**config.mk**
```make
export PLATFORM = sky130hd
export DESIGN_NAME = button_debouncer
export DESIGN_NICKNAME = d
export VERILOG_FILES = /design/src/rtl/fipsy_pkg.sv /design/src/rtl/sync_ff.sv /design/src/rtl/button_debouncer.sv
export SDC_FILE = /design/constraint.sdc
export NUM_CORES = 1
export LEC_CHECK = 0
export ABC_AREA = 1
export BUFFER_PORTS_ARGS = -buffer_cell sky130_fd_sc_hd__buf_2
export CORE_ASPECT_RATIO = 0.8
export CORE_MARGIN = 1.5
export CORE_UTILIZATION = 35
export CTS_BUF_LIST = sky130_fd_sc_hd__clkbuf_2 sky130_fd_sc_hd__clkbuf_4 sky130_fd_sc_hd__clkbuf_8
export DETAILED_ROUTE_END_ITERATION = 10
export GPL_TIMING_DRIVEN = 1
export MAX_ROUTING_LAYER = met4
export PLACE_DENSITY = 0.59
export SLEW_MARGIN = 25
export SYNTH_ARGS = -nofsm -noshare
export SYNTH_HDL_FRONTEND = slang
export SYNTH_HIERARCHICAL = 1
export SYNTH_SLANG_ARGS = --single-unit
```
**constraint.sdc**
```tcl
create_clock -name CLOCK -period 1.55 [get_ports CLOCK]
set_input_delay 0.155 -clock CLOCK [delete_from_list [all_inputs] [get_ports CLOCK]]
set_output_delay 0.155 -clock CLOCK [all_outputs]
set_load 0.02 [all_outputs]
```
**src/rtl/fipsy_pkg.sv**
```systemverilog
// Shared constants for the Fipsy header-pin logic: oscillator rate, debounce
// defaults and the 2-bit debouncer state encoding.
package fipsy_pkg;

  localparam int unsigned OSC_HZ = 2080000;

  // ~10 ms debounce window and ~1 s long-press hold at the nominal oscillator.
  localparam int unsigned DEF_STABLE_CYCLES = OSC_HZ / 100;
  localparam int unsigned DEF_LONG_CYCLES   = OSC_HZ;

  localparam logic [1:0] LOW_STABLE  = 2'd0;
  localparam logic [1:0] CHK_HIGH    = 2'd1;
  localparam logic [1:0] HIGH_STABLE = 2'd2;
  localparam logic [1:0] CHK_LOW     = 2'd3;

  // Bits needed to hold the value n itself.
  function automatic int unsigned width_for(input int unsigned n);
    return $clog2(n + 1);
  endfunction

  localparam int unsigned DEF_CNT_W  = width_for(DEF_STABLE_CYCLES);
  localparam int unsigned DEF_LONG_W = width_for(DEF_LONG_CYCLES);

endpackage

```
**src/rtl/sync_ff.sv**
```systemverilog
// Multi-flop synchroniser for an asynchronous single-bit input; flops clear
// on the synchronous reset.
module sync_ff #(
  parameter int unsigned STAGES = 2
) (
  input  logic CLOCK,
  input  logic RESET,
  input  logic D,
  output logic Q
);

  logic [STAGES-1:0] chain_q;

  always_ff @(posedge CLOCK) begin
    if (RESET) chain_q <= '0;
    else       chain_q <= {chain_q[STAGES-2:0], D};
  end

  assign Q = chain_q[STAGES-1];

endmodule

```
**src/rtl/button_debouncer.sv**
```systemverilog
// Push-button conditioner: synchroniser, stable-count debounce FSM, edge pulses.
// Optional long-press pulse is built only when DEBOUNCE_LONG_PRESS_EN is defined.
module button_debouncer
  import fipsy_pkg::*;
#(
  parameter int unsigned SYNC_STAGES   = 2,
  parameter int unsigned STABLE_CYCLES = DEF_STABLE_CYCLES,
  parameter int unsigned CNT_W         = DEF_CNT_W,
  parameter int unsigned LONG_CYCLES   = DEF_LONG_CYCLES,
  parameter int unsigned LONG_W        = DEF_LONG_W
) (
  input  logic CLOCK,
  input  logic RESET,
  input  logic BTN_RAW,
  output logic BTN_LEVEL,
  output logic RISE_PULSE,
  output logic FALL_PULSE,
  output logic LONG_PULSE
);

  localparam logic [CNT_W-1:0] CNT_ONE  = CNT_W'(1);
  localparam logic [CNT_W-1:0] CNT_LAST = CNT_W'(STABLE_CYCLES - 1);

  logic             sync;
  logic [1:0]       state_q, state_d;
  logic [CNT_W-1:0] cnt_q, cnt_d;
  logic             level_q, level_d;
  logic             rise_q, rise_d;
  logic             fall_q, fall_d;

  sync_ff #(.STAGES(SYNC_STAGES)) u_sync (
    .CLOCK (CLOCK),
    .RESET (RESET),
    .D     (BTN_RAW),
    .Q     (sync)
  );

  // The counter only runs in the CHK states, so it never exceeds CNT_LAST.
  always_comb begin
    state_d = state_q;
    cnt_d   = cnt_q;
    level_d = level_q;
    rise_d  = 1'b0;
    fall_d  = 1'b0;
    case (state_q)
      LOW_STABLE: begin
        if (sync) begin
          state_d = CHK_HIGH;
          cnt_d   = CNT_ONE;
        end
      end
      CHK_HIGH: begin
        if (!sync) begin
          state_d = LOW_STABLE;
          cnt_d   = '0;
        end else if (cnt_q == CNT_LAST) begin
          state_d = HIGH_STABLE;
          cnt_d   = '0;
          level_d = 1'b1;
          rise_d  = 1'b1;
        end else begin
          cnt_d = cnt_q + CNT_ONE;
        end
      end
      HIGH_STABLE: begin
        if (!sync) begin
          state_d = CHK_LOW;
          cnt_d   = CNT_ONE;
        end
      end
      CHK_LOW: begin
        if (sync) begin
          state_d = HIGH_STABLE;
          cnt_d   = '0;
        end else if (cnt_q == CNT_LAST) begin
          state_d = LOW_STABLE;
          cnt_d   = '0;
          level_d = 1'b0;
          fall_d  = 1'b1;
        end else begin
          cnt_d = cnt_q + CNT_ONE;
        end
      end
      default: begin
        state_d = LOW_STABLE;
        cnt_d   = '0;
      end
    endcase
  end

  always_ff @(posedge CLOCK) begin
    if (RESET) begin
      state_q <= LOW_STABLE;
      cnt_q   <= '0;
      level_q <= 1'b0;
      rise_q  <= 1'b0;
      fall_q  <= 1'b0;
    end else begin
      state_q <= state_d;
      cnt_q   <= cnt_d;
      level_q <= level_d;
      rise_q  <= rise_d;
      fall_q  <= fall_d;
    end
  end

  assign BTN_LEVEL  = level_q;
  assign RISE_PULSE = rise_q;
  assign FALL_PULSE = fall_q;

`ifdef DEBOUNCE_LONG_PRESS_EN
  localparam logic [LONG_W-1:0] LONG_ONE  = LONG_W'(1);
  localparam logic [LONG_W-1:0] LONG_LAST = LONG_W'(LONG_CYCLES - 1);
  localparam logic [LONG_W-1:0] LONG_SAT  = LONG_W'(LONG_CYCLES);

  logic [LONG_W-1:0] long_cnt_q, long_cnt_d;
  logic              long_q, long_d;

  // Saturating one past LONG_LAST guarantees a single pulse per press.
  always_comb begin
    long_cnt_d = '0;
    long_d     = 1'b0;
    if (state_q == HIGH_STABLE) begin
      long_d     = (long_cnt_q == LONG_LAST);
      long_cnt_d = (long_cnt_q == LONG_SAT) ? long_cnt_q : long_cnt_q + LONG_ONE;
    end
  end

  always_ff @(posedge CLOCK) begin
    if (RESET) begin
      long_cnt_q <= '0;
      long_q     <= 1'b0;
    end else begin
      long_cnt_q <= long_cnt_d;
      long_q     <= long_d;
    end
  end

  assign LONG_PULSE = long_q;
`else
  assign LONG_PULSE = 1'b0;
`endif

endmodule
```
### After elaboration in Yosys (flattened, before gate mapping)

Cells that the tools add are included.

* bits in registers: 22
* input bits: 3
* output and inout port bits: 4

* mux-type cells: 19
* $add $sub $neg: 1
* equal/unequal tests: 12
* bitwise operators: 3
* reduce and logical (&&, ||, !) cells: 7

Operators by type and width (count)
* $mux W15: 5
* $pmux W15 S4: 1
* $add A15 B1 Y15 const B: 1
* $eq A15 B15 Y1 const B: 1
* $mux W2: 6
* $ne A2 B2 Y1 const B: 4
* $pmux W2 S4: 1
* $reduce_or A3 Y1: 2
* $mux W1: 5
* $reduce_and A5 Y1: 1
* $eq A2 B2 Y1 const B: 2
* $ne A2 B1 Y1 const B: 2
* $reduce_and A4 Y1: 1
* $ne A3 B2 Y1 const B: 1
* $ne A3 B3 Y1 const B: 1
* $not A1 Y1: 3
* $eq A2 B1 Y1 const B: 1
* $logic_not A2 Y1: 1
* $pmux W1 S2: 1
* $reduce_and A2 Y1: 1
* $reduce_bool A2 Y1: 1

### Longest topological paths before layout

* word-level depth: 4
* mapped depth: 10

### Cells and area by module

The synthesis kept the hierarchy.

Modules (own cells, without submodules)
* button_debouncer: area each 1212.4 sq um, seq. area each 400.4 sq um, times used 1, cells each 177
* sync_ff: area each 55.1 sq um, seq. area each 40.0 sq um, times used 1, cells each 6

### Least setup slack after synthesis

No wires, ideal clock.

* kind: register -> register
* start point: register cnt_q[0]
* end point: register cnt_q[12]
* setup slack: 0.144 ns
* buffers on the path: 1
* stages on the path, launching flop included: 10
* clock period less this slack: 1.406 ns
* required time: 1.410 ns
* library setup time: 0.140 ns
* arrival time: 1.266 ns
* cell sequence: dfxtp_1 > ha_1 > nand3_2 > nor2_4 > nand3_2 > nand2_2 > inv_4 > buf_12 > nand3_2 > a21oi_2

* word-level cells in the longest chain between the ends: 4
* elaborated cells on any way between the ends: 6
* those cells by class: add/sub: 1; eq/ne: 1; mux: 4

RTL lines
* from (decl): RTL line button_debouncer.sv:26 `logic [CNT_W-1:0] cnt_q, cnt_d;`
* from (signal assigned): RTL line button_debouncer.sv:100 `cnt_q <= cnt_d;`
* $add A15 B1 Y15 or $eq A15 B15 Y1 (tied branches)
* $mux W15 (*): RTL line button_debouncer.sv:56, button_debouncer.sv:75
* $mux W15 (on tied branches): RTL line button_debouncer.sv:72, button_debouncer.sv:53
* $pmux W15 S4 (*): RTL line button_debouncer.sv:45 `case (state_q)`

Every way passes the cells marked *; elsewhere a longest branch is shown, timed or not.
A chain may end at the register's enable or synchronous reset.

### Final worst setup path

* start point: register cnt_q[1]
* end point: register cnt_q[14]

Same word-level chain as after synthesis.

==> impl_results.md <==
* Primary FF master, synth: dfxtp_1
* Cell area after placement at 1320 µm²
* Top-count cell post-synth: nand2_1
* Vias at 1090
* Row count at 19
* Post-synth EDFFs at 0
* Pwr dens at 779 nW/µm²
* WP depth at 9
* Area of the core at 3450 µm²
* Cell taking the most area after synthesis: dfxtp_1
* WP buf/inv at 0
* Max stage delay on crit path at 360 ps
* Critical path type: register to register
* Slowest stage cell, crit path: dfxtp_1
* Yosys warning count at 6
* Setup TNS at 0 ps
* Largest family of logic cells by synthesized area: simple AND/OR/NAND/NOR gates
* Starting Density at 0.368
* Worst R2R Start: cnt_q[1]
* Cell mode on critical path: nand2_1
* Critical path required time at 1750 ps
* Async set-reset flop share out of synthesis at 0
* Num CTS Buffers at 3
* Avg WL per Cell at 10.9 µm
* Mapped Area at 1270 µm²
* Hold Fails Final Rpt at 0
* Leak Pwr at 0.531 nW
* Flops & latches, synth at 22
* Tightest Hold Check Type: input pin to register
* Critical Path Sink: cnt_q[14]
* Status: finished clean
* Syn_nets at 187
* DRT Wirelength at 2.55 mm
* CP Launch Type: register
* RSZ-0062 raised after global routing: no
* Clock-pin slew of the registers on the worst-case setup and hold paths at 80 ps
* Nets@finish at 198
* Max-slew violations at 0
* DRC viols at 0
* IO Pins at 7
* Peak VDD IR at 628 µV
* Critical path peak fanout at 3
* Final Setup Violations at 0
* Chip Width at 70.3 µm
* Post-synthesis mux area share at 0
* Chip Height at 56.8 µm
* GP Congestion at 0.791
* Synth cell types at 30
* Final ANT Viol Nets at 0
* Crit end category: register
* R2r endpoint: cnt_q[14]
* Reg2reg setup slack at 140 ps
* Largest net degree at the start of global routing at 18
* Die ar. at 3990 µm²
* Worst-skew pair later-pin latency at 260 ps
* FF/Latch Area at 442 µm²
* 1st-iter DRT viols at 85
* First-pass GRT wire length at 4.55 mm
* Adder-cell share of the synthesized area at 0.00987
* Congestion Overflow GR at 0
* Worst Skew at 4.22 ps
* Initial antenna violation count at 0
* Tmin final at 1410 ps
* H-tree lvl count at 1
* CP Data Arrival Time at 1610 ps
* Post-synthesis xor/xnor area fraction at 0.0138
* Period utilisation layout at 0.908
* Yosys top cell area share at 0.347
* TritonCTS clock tree: done
* Compound-Gate Fraction of Synth Area at 0.115
* Top post-synthesis cells by area: dfxtp_1 (35%), nand2_1 (15%), inv_1 (7.1%)
* Crit-path cells: ha_2 > nand2_1 > nor2_2 > nand2_1 > nor2_1 > nand2_1 > nand2_1 > nand3_2 > a21oi_2
* Total GRT Usage at 0.146
* CTS Buffer Depth at 2
* Crit path from: cnt_q[1]
* First-pass DRT Iterations at 4
* Hpwl dp at 1.80 mm
* PortBufs at 5
* Post-synth top cells: nand2_1 (51), inv_1 (24), dfxtp_1 (22)
* # fillers at 362
* Synth Area in Simple Gates at 0.404
* Vias in the first global route at 1008
* Sequential fraction of the synthesis area at 0.347
* Hold Buf Count CTS at 0
* Layout Utilization at 0.406
* Layout cells sized above 1 at 0.250
* Post-Syn Instances at 183
* Antenna cells at 0
* CTS root buf: clkbuf_8
* Max-cap viol count at 0
* Multi-input logic area at 698 µm²
* Post-Layout Inst Area at 1400 µm²
* R2R depth at 9
* Via density per instance at 4.66
* Area Growth Syn to Fin at 10.5%
* Syn Area/Cell at 6.93 µm²
* CTS Sinks at 22
* Max frequency at 711 MHz
* Critical path's top delay family: simple AND/OR/NAND/NOR gates
==> cells in the final DEF, fill, tap and decap left out, types with 2 or more instances in the layout <==
cell type,netlist,layout
a21oi_1,3,3
inv_1,24,23
nand2_1,51,51
nand2_2,5,5
nor2_1,20,20
nand3_1,9,9
nor3_1,5,4
dfxtp_1,22,21
nor2_2,2,2
a21oi_2,10,10
buf_4,1,5
nand4_1,4,4
nand3_2,8,8
o21ai_0,3,3
clkbuf_8,0,3
buf_2,1,5
==> metal layers <==
layer,global-route usage,routed length (µm)
met1,0.195,1360
met4,0.0330,10
met2,0.214,1090
met3,0.0503,93
met5,-,0
==> metrics by stage <==
step	hold slack [ps]	total power, W	setup WS, ps	instances
final	90.9	0.00109	143	234
after global routing	91.2	0.00115	6.17	234
after CTS	84.2	0.00108	29.1	231
after detailed placement	363	0.000715	115	228
after global placement	355	0.000716	132	228
after floorplan	224	0.000696	144	183
==> power by group <==
| group | internal (W) | total [W] | switching, W |
|---|---|---|---|
| Combinational | 0.0000514 | 0.000145 | 0.0000935 |
| Sequential | 0.000581 | 0.000593 | 0.0000118 |
| Clock | 0.000173 | 0.000352 | 0.000179 |
==> worst min path at each step <==
stage | startpoint | endpoint | depth (start not counted)
2_1_floorplan | RESET | cnt_q[9] | 1
3_3_place_gp | BTN_RAW | u_sync/chain_q[0] | 3
3_5_place_dp | BTN_RAW | u_sync/chain_q[0] | 3
4_1_cts | BTN_RAW | u_sync/chain_q[0] | 3
5_1_grt | BTN_RAW | u_sync/chain_q[0] | 3
6_report | BTN_RAW | u_sync/chain_q[0] | 3
==> final cells by class <==
| type | instances | share of cell area |
|---|---|---|
| Clock buffer | 3 | 0.0295 |
| Inverter | 26 | 0.0742 |
| Sequential cell | 22 | 0.315 |
| Multi-Input combinational cell | 131 | 0.499 |
| Tap cell | 42 | 0.0375 |
| Timing Repair Buffer | 10 | 0.0447 |
==> registers in the layout, summed over array words and instances (netlist names), named ones only <==
| signal | cells |
|---|---|
| BTN_LEVEL | 1 |
| FALL_PULSE | 1 |
| RISE_PULSE | 1 |
| cnt_q | 15 |
| state_q | 1 |
| u_sync/chain_q | 2 |
==> logic make-up (layout without fill, tap and decap cells) <==
kind of cell	Yosys count	after routing
compound gates	20	20
simple gates	107	107
other cells	1	1
flops	22	22
xor+xnor	2	2
buf+inv	30	39
fa+ha+maj	1	1
==> what timing repair did <==
item / 4_1_cts / 5_1_grt
endpoints found under the setup margin: 0 / 7
resized for setup: 0 / 4
setup buffers: 0 / 3
==> tightest hold or removal path, delay by kind of cell <==
| kind | cells | cell delay, ps |
|---|---|---|
| buffers and inverters | 2 | 100 |
| AND/OR/NAND/NOR | 1 | 60 |
Note: power is estimated with default switching activity, not from simulation.
